[src/rtl/modulo_abastecedor_rolhas_pkg.sv]
// -----------------------------------------------------------------------------
// modulo_abastecedor_rolhas_pkg
// Shared definitions for the cork-tray load path: cork-count width, tray
// capacity, producer FSM state encoding and a small min helper. The tray
// buffer and the over-99 checker use the same constants.
// -----------------------------------------------------------------------------
package modulo_abastecedor_rolhas_pkg;

    localparam int CORK_W         = 7;
    localparam int TRAY_MAX_LEVEL = 99;

    typedef logic [CORK_W-1:0] cork_t;

    typedef enum logic [1:0] {
        ST_IDLE   = 2'd0,
        ST_CALC   = 2'd1,
        ST_REQ    = 2'd2,
        ST_SETTLE = 2'd3
    } state_e;

    function automatic cork_t min_cork(input cork_t a, input cork_t b);
        return (a < b) ? a : b;
    endfunction

endpackage

[src/rtl/modulo_calc_quantidade_rolhas.sv]
// -----------------------------------------------------------------------------
// modulo_calc_quantidade_rolhas
// Combinational transfer-size calculator: min(REFILL_AMT, stock, room), where
// room is the free space left in the tray, saturated at 0 when the tray is at
// or above MAX_LEVEL. Also usable by display and alarm logic.
//
// Ports:
//   tray_level  in  7  current tray cork count
//   stock       in  7  warehouse stock available
//   amount      out 7  corks that may be moved now (0 = nothing to do)
// -----------------------------------------------------------------------------
module modulo_calc_quantidade_rolhas
    import modulo_abastecedor_rolhas_pkg::*;
#(
    parameter int REFILL_AMT = 20,
    parameter int MAX_LEVEL  = TRAY_MAX_LEVEL
) (
    input  logic [CORK_W-1:0] tray_level,
    input  logic [CORK_W-1:0] stock,
    output logic [CORK_W-1:0] amount
);

    cork_t room;

    always_comb begin
        // Saturate instead of wrapping when the tray is already full or over.
        if (tray_level >= cork_t'(MAX_LEVEL)) begin
            room = '0;
        end else begin
            room = cork_t'(MAX_LEVEL) - tray_level;
        end
        amount = min_cork(min_cork(cork_t'(REFILL_AMT), stock), room);
    end

endmodule

[src/rtl/modulo_abastecedor_rolhas.sv]
// -----------------------------------------------------------------------------
// modulo_abastecedor_rolhas
// Producer side of the cork-tray load interface. Holds the warehouse stock
// register, decides when a refill is needed, sizes it and offers it to the
// tray with a load_req/load_ack handshake.
//
// Optional build macro: ABASTECEDOR_ACK_TIMEOUT_EN
//   Defined   -> REQ gives up after TIMEOUT_CYC cycles without ack and latches
//                fault; no new transfer starts until clr.
//   Undefined -> REQ waits for ack indefinitely; fault is tied to 0.
//
// Ports:
//   clk          in  1  system clock, rising edge
//   clr          in  1  asynchronous active-high reset
//   enable       in  1  plant running; low forces IDLE
//   tray_level   in  7  current tray cork count
//   op_req       in  1  manual refill request pulse
//   stock_load   in  1  load stock_in into the stock register (IDLE only)
//   stock_in     in  7  new warehouse stock value
//   load_ack     in  1  tray accepted load_amount
//   load_req     out 1  transfer offer valid
//   load_amount  out 7  corks offered, stable while load_req is high
//   stock_level  out 7  current stock register
//   sem_estoque  out 1  stock is empty
//   busy         out 1  FSM not in IDLE
//   fault        out 1  ack timeout latched
// -----------------------------------------------------------------------------
module modulo_abastecedor_rolhas
    import modulo_abastecedor_rolhas_pkg::*;
#(
    parameter int MIN_LEVEL   = 5,
    parameter int REFILL_AMT  = 20,
    parameter int MAX_LEVEL   = TRAY_MAX_LEVEL,
    parameter int SETTLE_CYC  = 4,
    parameter int TIMEOUT_CYC = 64
) (
    input  logic              clk,
    input  logic              clr,
    input  logic              enable,
    input  logic [CORK_W-1:0] tray_level,
    input  logic              op_req,
    input  logic              stock_load,
    input  logic [CORK_W-1:0] stock_in,
    input  logic              load_ack,
    output logic              load_req,
    output logic [CORK_W-1:0] load_amount,
    output logic [CORK_W-1:0] stock_level,
    output logic              sem_estoque,
    output logic              busy,
    output logic              fault
);

    // One counter serves both SETTLE and the REQ timeout; size it for the larger.
    localparam int CNT_MAX = (TIMEOUT_CYC > SETTLE_CYC) ? TIMEOUT_CYC : SETTLE_CYC;
    localparam int CNT_W   = $clog2(CNT_MAX + 1);
    typedef logic [CNT_W-1:0] cnt_t;

    state_e state_q, state_d;
    cork_t  stock_q, stock_d;
    cork_t  amt_q,   amt_d;
    cnt_t   cnt_q,   cnt_d;
    cork_t  calc_amt;
    logic   trigger;
    logic   fault_int;

    modulo_calc_quantidade_rolhas #(
        .REFILL_AMT (REFILL_AMT),
        .MAX_LEVEL  (MAX_LEVEL)
    ) u_calc (
        .tray_level (tray_level),
        .stock      (stock_q),
        .amount     (calc_amt)
    );

`ifdef ABASTECEDOR_ACK_TIMEOUT_EN
    logic fault_q, fault_d;

    always_ff @(posedge clk or posedge clr) begin
        if (clr) begin
            fault_q <= 1'b0;
        end else begin
            fault_q <= fault_d;
        end
    end

    assign fault_int = fault_q;
`else
    assign fault_int = 1'b0;
`endif

    always_ff @(posedge clk or posedge clr) begin
        if (clr) begin
            state_q <= ST_IDLE;
            stock_q <= '0;
            amt_q   <= '0;
            cnt_q   <= '0;
        end else begin
            state_q <= state_d;
            stock_q <= stock_d;
            amt_q   <= amt_d;
            cnt_q   <= cnt_d;
        end
    end

    always_comb begin
        state_d = state_q;
        stock_d = stock_q;
        amt_d   = amt_q;
        cnt_d   = cnt_q;
`ifdef ABASTECEDOR_ACK_TIMEOUT_EN
        fault_d = fault_q;
`endif
        // A latched fault blocks any new transfer until clr.
        trigger = enable && !fault_int &&
                  (op_req || (tray_level < cork_t'(MIN_LEVEL)));

        unique case (state_q)
            ST_IDLE: begin
                // A stock load takes priority; a persistent trigger is
                // re-evaluated next cycle against the new stock.
                if (stock_load) begin
                    stock_d = stock_in;
                end else if (trigger) begin
                    state_d = ST_CALC;
                end
            end
            ST_CALC: begin
                if (!enable || (calc_amt == '0)) begin
                    state_d = ST_IDLE;
                end else begin
                    amt_d   = calc_amt;
                    cnt_d   = '0;
                    state_d = ST_REQ;
                end
            end
            ST_REQ: begin
                // Aborting on enable low leaves stock untouched.
                if (!enable) begin
                    state_d = ST_IDLE;
                end else if (load_ack) begin
                    stock_d = stock_q - amt_q;
                    cnt_d   = '0;
                    state_d = ST_SETTLE;
                end
`ifdef ABASTECEDOR_ACK_TIMEOUT_EN
                else if (cnt_q == cnt_t'(TIMEOUT_CYC - 1)) begin
                    fault_d = 1'b1;
                    state_d = ST_IDLE;
                end else begin
                    cnt_d = cnt_q + 1'b1;
                end
`endif
            end
            ST_SETTLE: begin
                // tray_level is not trusted yet, so triggers are ignored here.
                if (!enable || (cnt_q == cnt_t'(SETTLE_CYC - 1))) begin
                    state_d = ST_IDLE;
                end else begin
                    cnt_d = cnt_q + 1'b1;
                end
            end
            default: begin
                state_d = ST_IDLE;
            end
        endcase
    end

    assign load_req    = (state_q == ST_REQ);
    assign load_amount = amt_q;
    assign stock_level = stock_q;
    assign sem_estoque = (stock_q == '0);
    assign busy        = (state_q != ST_IDLE);
    assign fault       = fault_int;

endmodule

[config.mk]
export PLATFORM = sky130hd
export DESIGN_NAME = modulo_abastecedor_rolhas
export DESIGN_NICKNAME = d
export VERILOG_FILES = /design/src/rtl/modulo_abastecedor_rolhas_pkg.sv /design/src/rtl/modulo_calc_quantidade_rolhas.sv /design/src/rtl/modulo_abastecedor_rolhas.sv
export SDC_FILE = /design/constraint.sdc
export NUM_CORES = 1
export LEC_CHECK = 0
export ABC_AREA = 1
export BUFFER_PORTS_ARGS = -buffer_cell sky130_fd_sc_hd__buf_2
export CAP_MARGIN = 20
export CORE_UTILIZATION = 35
export DETAILED_ROUTE_END_ITERATION = 7
export PLACE_DENSITY = 0.52
export SLEW_MARGIN = 20
export SYNTH_ARGS = -nofsm -noshare
export SYNTH_HDL_FRONTEND = slang
export SYNTH_SLANG_ARGS = --single-unit
[constraint.sdc]
create_clock -name clk -period 6.5 [get_ports clk]
set_clock_uncertainty 0.05 [all_clocks]
set_input_delay 0.975 -clock clk [delete_from_list [all_inputs] [get_ports clk]]
set_output_delay 0.975 -clock clk [all_outputs]
set_load 0.01 [all_outputs]
After elaboration in Yosys (flattened, before gate mapping)

Index checks and enable logic that the tools add are counted.

Register bits: 23
Logic and storage cells: 59

Add/subtract/negate cells: 3
$lt $le $gt $ge: 4
Eq/ne operators: 13
Multiplexer cells: 19
Bitwise operators: 1
Reductions and logical operators: 15

Operators by type and width:

| kind                  | count |
|---|---|
| $mux W7               | 10 |
| $pmux W7 S3           | 1 |
| $ne A2 B2 Y1 const B  | 8 |
| $logic_not A7 Y1      | 2 |
| $pmux W7 S2           | 1 |
| $mux W2               | 6 |
| $pmux W2 S4           | 1 |
| $reduce_and A4 Y1     | 2 |
| $add A7 B1 Y7 const B | 1 |
| $eq A7 B2 Y1 const B  | 1 |
| $ge A7 B7 Y1 const B  | 1 |
| $lt A5 B7 Y1 const A  | 1 |
| $lt A7 B3 Y1 const B  | 1 |
| $lt A7 B7 Y1          | 1 |
| $sub A7 B7 Y7         | 1 |
| $sub A7 B7 Y7 const A | 1 |
| $reduce_and A5 Y1     | 1 |
| $eq A2 B2 Y1 const B  | 2 |
| $reduce_bool A2 Y1    | 2 |
| $logic_or A1 B1 Y1    | 3 |
| $ne A3 B3 Y1 const B  | 1 |
| $reduce_bool A3 Y1    | 1 |
| $eq A2 B1 Y1 const B  | 1 |
| $logic_not A2 Y1      | 1 |
| other kinds (4)       | 4 |

Depth between registers and ports, before layout

Word-level depth: 8
Mapped depth: 25
Depth with buffers taken out: 25

Hierarchy

Synthesis repeated with hierarchy kept, for this count alone.

Cells, all modules: 344
Area, all modules: 2162.1 sq um

By module, submodules not included:

| module                        | instances | cells an instance | area each (sq um) | sequential area each (sq um) |
|---|---|---|---|---|
| modulo_abastecedor_rolhas     | 1         | 255               | 1691.6            | 575.6 |
| modulo_calc_quantidade_rolhas | 1         | 89                | 470.5             | 0.0 |

Worst setup path after synthesis

Ideal clock, no wire load.

Path type: input port to flip-flop
Start: input tray_level[2]
End: register amt_q[5], in the netlist load_amount[5]
Library setup time: 0.121 ns
Arrival time: 3.170 ns
Required time: 6.329 ns
Setup slack: 3.159 ns
Cell stages on the path: 22
Buffers on the path: 1
Cells stage by stage: inv_1 > ha_1 > nand2_2 > nor2_1 > nand2_2 > nand2_4 > nor3_1 > inv_1 > ha_1 > a21oi_1 > nor2_1 > a211oi_4 > nand2_4 > nand2_1 > nand2_1 > nand2_1 > nor2_2 > nand2_2 > nand3_4 > buf_6 > nand2_1 > o21ai_1

Longest elaborated chain between the ends: 8

Ends and longest elaborated chain:

| item                                          | line                                                                     | RTL |
|---|---|---|
| start: declaration                            | modulo_abastecedor_rolhas.sv:40                                          | `input logic [CORK_W-1:0] tray_level,` |
| $sub A7 B7 Y7 or $ge A7 B7 Y1 (tied branches) | modulo_calc_quantidade_rolhas.sv:30, modulo_calc_quantidade_rolhas.sv:27 |  |
| $mux W7 (*)                                   | modulo_calc_quantidade_rolhas.sv:27                                      | `if (tray_level >= cork_t'(MAX_LEVEL)) begin` |
| $lt A7 B7 Y1                                  | modulo_abastecedor_rolhas_pkg.sv:22                                      | `return (a < b) ? a : b;` |
| $mux W7 (*)                                   | modulo_abastecedor_rolhas_pkg.sv:22                                      |  |
| $logic_not A7 Y1                              | modulo_abastecedor_rolhas.sv:128                                         | `if (!enable \|\| (calc_amt == '0)) begin` |
| $logic_or A1 B1 Y1                            | modulo_abastecedor_rolhas.sv:128                                         |  |
| $not A1 Y1 (no source line)                   | n/a                                                                      |  |
| $reduce_and A2 Y1 (no source line)            | n/a                                                                      |  |
| end signal: assignment                        | modulo_abastecedor_rolhas.sv:100                                         | `amt_q <= amt_d;` |
| end: declaration                              | modulo_abastecedor_rolhas.sv:60                                          | `cork_t amt_q, amt_d;` |

Every way passes the cells marked *; elsewhere a longest branch is shown, timed or not.
A chain may end at the register's enable or synchronous reset.

Worst setup path in the final report

Start: input tray_level[2]
End: register cnt_q[4]

Longest elaborated chain between the ends: 8

Ends and longest elaborated chain:

| item                                          | line                                                                     | RTL |
|---|---|---|
| $sub A7 B7 Y7 or $ge A7 B7 Y1 (tied branches) | modulo_calc_quantidade_rolhas.sv:30, modulo_calc_quantidade_rolhas.sv:27 |  |
| $mux W7 (*)                                   | modulo_calc_quantidade_rolhas.sv:27                                      |  |
| $lt A7 B7 Y1                                  | modulo_abastecedor_rolhas_pkg.sv:22                                      |  |
| $mux W7 (*)                                   | modulo_abastecedor_rolhas_pkg.sv:22                                      |  |
| $logic_not A7 Y1 (*)                          | modulo_abastecedor_rolhas.sv:128                                         |  |
| $logic_or A1 B1 Y1 (*)                        | modulo_abastecedor_rolhas.sv:128                                         |  |
| $ne A2 B2 Y1 (no source line) (*)             | n/a                                                                      |  |
| $reduce_and A5 Y1 (no source line) (*)        | n/a                                                                      |  |
| end signal: assignment                        | modulo_abastecedor_rolhas.sv:101                                         | `cnt_q <= cnt_d;` |
| end: declaration                              | modulo_abastecedor_rolhas.sv:61                                          | `cnt_t cnt_q, cnt_d;` |

Marks and branches as above.

==> results.txt <==
Worst IR drop on VDD: 0.163 mV. The worst register-to-register path begins at stock_level[1]. Maximum number of pins on one net before global-route repair: 24. STA classifies the critical path startpoint as a primary input. Via count of the first global-routing pass: 1696. Synthesis handed over a netlist of 280 instances. The worst setup path is of the in2reg kind. The global-route wire length before repair was 7.71 mm. The congestion estimate from routability-driven global placement came to 0.785. For this run, design rule violations remaining after detail routing come to 0. The largest fanout on the critical path was 8; the cell depth of the worst flop-to-flop path was 22. At the pin with the least slew margin, the transition time is 885 ps. The net count of the finished layout is 354. Setup violations remaining at the end of the flow were counted as 0. In this run the remaining antenna-violating nets after routing total 0. The number of gates given a new drive strength after cts is 0, and the number of port buffers is 36. The final antenna diode count was 0; the total global-route track usage was 16.0%. The number of buffers inserted to repair setup after CTS came out at 0.

The worst pin sits at a relative slew slack of 40.9%. The tools report the terminating pin of the worst hold path as cnt_q[1]. The synthesized design contains 23 register bits. The tool flagged a number of max-cap violations equal to 0. Global routing finished with a remaining overflow of 0. Cells fill 43.0% of the core in the end.

Yosys mapped a number of flops with a built-in enable equal to 0. For this run, asynchronously set or reset flops after synthesis account for 100%. For this run, the detailed router's first-pass iteration total came to 4. The initial antenna violation count came out at 0. The logs give 3 for the number of clock buffers inserted by TritonCTS and 3.55 mm for the post-detailed-placement half-perimeter wirelength. In this run the vertical extent of the chip is 76.8 µm.

The core region is 5240 µm². The run gives 1 as the H-tree level count. The register-to-register path setup slack is 3740 ps, and the post-synthesis area per instance is 6.99 µm².

Class of the worst hold path: reg2reg. The area growth from synthesis to layout is 15.0%. Leakage power summed over all cells: 1.23 nW. Critical path capture point type: a register. Summing the sequential cell areas from Yosys gives 29.4% of the chip area. The count of final max-slew check failures is 0, and the portion of the clock cycle consumed by the worst path in the final layout is 53.1%.

The routed layout has 1774 vias. Yosys printed 0 warnings. The required time of the critical path was 6650 ps; the mapped cell area was 1960 µm². The tools report the worst flop-to-flop path endpoint as cnt_q[4].

From left edge to right edge, the die measures 76.8 µm. The post-route netlist has 20.8% of its cells at a drive strength greater than 1. Final count of hold timing violations: 0. The logs give 38 for the number of primary I/O pins and 0 ps for the accumulated negative setup slack. For this design, the slowest cell found on the critical path is sky130_fd_sc_hd__ha_1. The total die area was 5890 µm². CTS saw 23 sinks.

Once the floorplan was initialized, standard cells occupied 37.4% of the core. Overall power consumption after layout is estimated at 0.928 mW. The critical path goes through buf_2 -> inv_1 -> ha_1 -> nand2_2 -> nor2_1 -> nand2_2 -> nand2_4 -> nor3_1 -> inv_1 -> ha_1 -> a21oi_1 -> nor2_1 -> a211oi_4 -> nand2_4 -> nand2_1 -> nand3_1 -> nor2_2 -> nand2_2 -> nand2_2 -> nand2_4 -> nand2_4 -> nand2_1 -> nand2_1.

The logs give 0.290 GHz for the highest clock rate and 45 for the DRC marker count from the first detailed-route iteration. For this run, the leading register cell type out of synthesis is sky130_fd_sc_hd__dfrtp_1. The post-route non-filler standard cell count is 388. In this run, post-CTS hold repair placed 0 buffers. The tools report the clock latency reported for the late side of the worst-skew pair as 260 ps. In this run the deepest clock path goes through 2 buffers.

The critical hold path startpoint was cnt_q[1]. For the cell count after placement, the log shows 384. The clock root buffer was sky130_fd_sc_hd__clkbuf_8. Post-synthesis cell type count: 37. Setup repair after global routing left no endpoint under its margin. The flow ran to the end, and the final reports show no timing, DRC or antenna violations. The ratio of total power to cell area was 412 nW/µm²; the worst hold path stage count was 2.

The shortest period the worst path allows was 3450 ps. Grouping stages by cell kind, the critical path spends the most delay in simple AND/OR/NAND/NOR gates. In the final routed layout, each cell accounts on average for 11.1 µm.

After floorplanning, the core was divided into 26 placement rows. The per-cell via count in the routed design came out at 4.57. Summed over all layers, the routed wires come to 4.32 mm. Once layout is done, the placed cells without fillers occupy 2250 µm². The clock slew seen by the registers of the worst setup and hold paths is 80 ps. The maximum cell stage delay along the critical path was 290 ps. TritonCTS built the clock tree. STA puts the critical path data arrival time at 3600 ps. The placed cell area is 2210 µm².

Number of buffer and inverter instances along the worst setup path: 3.
==> sequential cells by signal (all words and copies together), names as in the netlist <==
register and cells:
cnt_q 7, state_q 2, load_amount 7, stock_level 7
==> worst reg2reg max path, cell delays in order, from the launching register on <==
cell	delay (ps)
sky130_fd_sc_hd__dfrtp_1	410
sky130_fd_sc_hd__inv_1	130
sky130_fd_sc_hd__nand2_1	90
sky130_fd_sc_hd__nand2_1	60
sky130_fd_sc_hd__nand2_1	50
sky130_fd_sc_hd__nand2_1	70
sky130_fd_sc_hd__inv_1	50
sky130_fd_sc_hd__nor2_1	180
sky130_fd_sc_hd__inv_1	70
sky130_fd_sc_hd__ha_1	300
sky130_fd_sc_hd__a21oi_1	160
sky130_fd_sc_hd__nand2_2	90
sky130_fd_sc_hd__nand2_4	90
sky130_fd_sc_hd__nand2_4	80
sky130_fd_sc_hd__nand2_1	130
sky130_fd_sc_hd__nand3_1	90
sky130_fd_sc_hd__nor2_2	120
sky130_fd_sc_hd__nand2_2	80
sky130_fd_sc_hd__nand2_2	80
sky130_fd_sc_hd__nand2_4	90
sky130_fd_sc_hd__nand2_4	110
sky130_fd_sc_hd__nand2_1	60
sky130_fd_sc_hd__nand2_1	60
==> metal layers <==
layer	up-vias	routed length, µm	GRT usage [%]
li1	968	-	-
met1	774	2410	23.3
met2	30	1770	24.9
met3	2	111	1.07
met4	0	27	5.00
met5	-	0	0
==> area by class of cell <==
type	instances	area, µm²
clock buffer	4	45.0
sequential	23	576
fill	553	2990
tap	70	87.6
timing repair buffer	36	180
inverter	48	180
multi-input combinational	207	1180
==> cell usage in the layout, fill, tap and decap left out, drive strengths merged, types with 3 or more instances in the layout <==
cell type,instances
nor3,6
clkbuf,4
conb,3
a21oi,14
inv,48
buf,36
nand3,18
ha,14
o21ai,17
xor2,4
o22ai,3
nor2,33
dfrtp,23
nand2,76
==> power by group <==
part / internal [mW] / switching [mW] / total (mW)
Combinational: 0.222 / 0.362 / 0.585
Clock: 0.0437 / 0.0456 / 0.0894
Sequential: 0.197 / 0.0572 / 0.254
==> Yosys cell counts, drive strengths merged, types with 3 or more instances <==
cell type,instances,share of area (%)
o21ai,17,4.5
a21oi,14,3.6
nand3,18,5.5
ha,14,9.0
inv,48,9.2
o22ai,3,0.96
dfrtp,23,29
nand2,76,18
xor2,4,1.8
nor3,6,1.5
nor2,33,6.8
==> cell families (layout without fill, tap and decap cells) <==
logic type,after synthesis,count (layout),share of synthesized area (%)
adder cells (fa/ha/maj),15,15,9.97
other,1,3,0.192
flip-flops,23,23,29.4
AO/OA/AOI/OAI,43,43,13.6
AND/OR/NAND/NOR,142,142,34.5
buffers and inverters,52,88,10.5
XOR/XNOR,4,4,1.79
==> through the flow <==
stage	hold slack (ps)	setup WS [ps]
after detailed placement	457	2730
final	481	3050
after global placement	470	2810
after floorplan	418	3160
after global routing	520	2710
after CTS	485	3020
==> worst max path at each step <==
stage / startpoint / cells past startpoint / endpoint
finish: tray_level[2] / 23 / cnt_q[4]
global route: tray_level[2] / 23 / cnt_q[3]
CTS: tray_level[2] / 23 / cnt_q[4]
detailed placement: tray_level[2] / 23 / cnt_q[5]
global placement: tray_level[2] / 23 / cnt_q[5]
floorplan: tray_level[2] / 22 / load_amount[5]
Note: power is estimated with default switching activity, not from simulation.
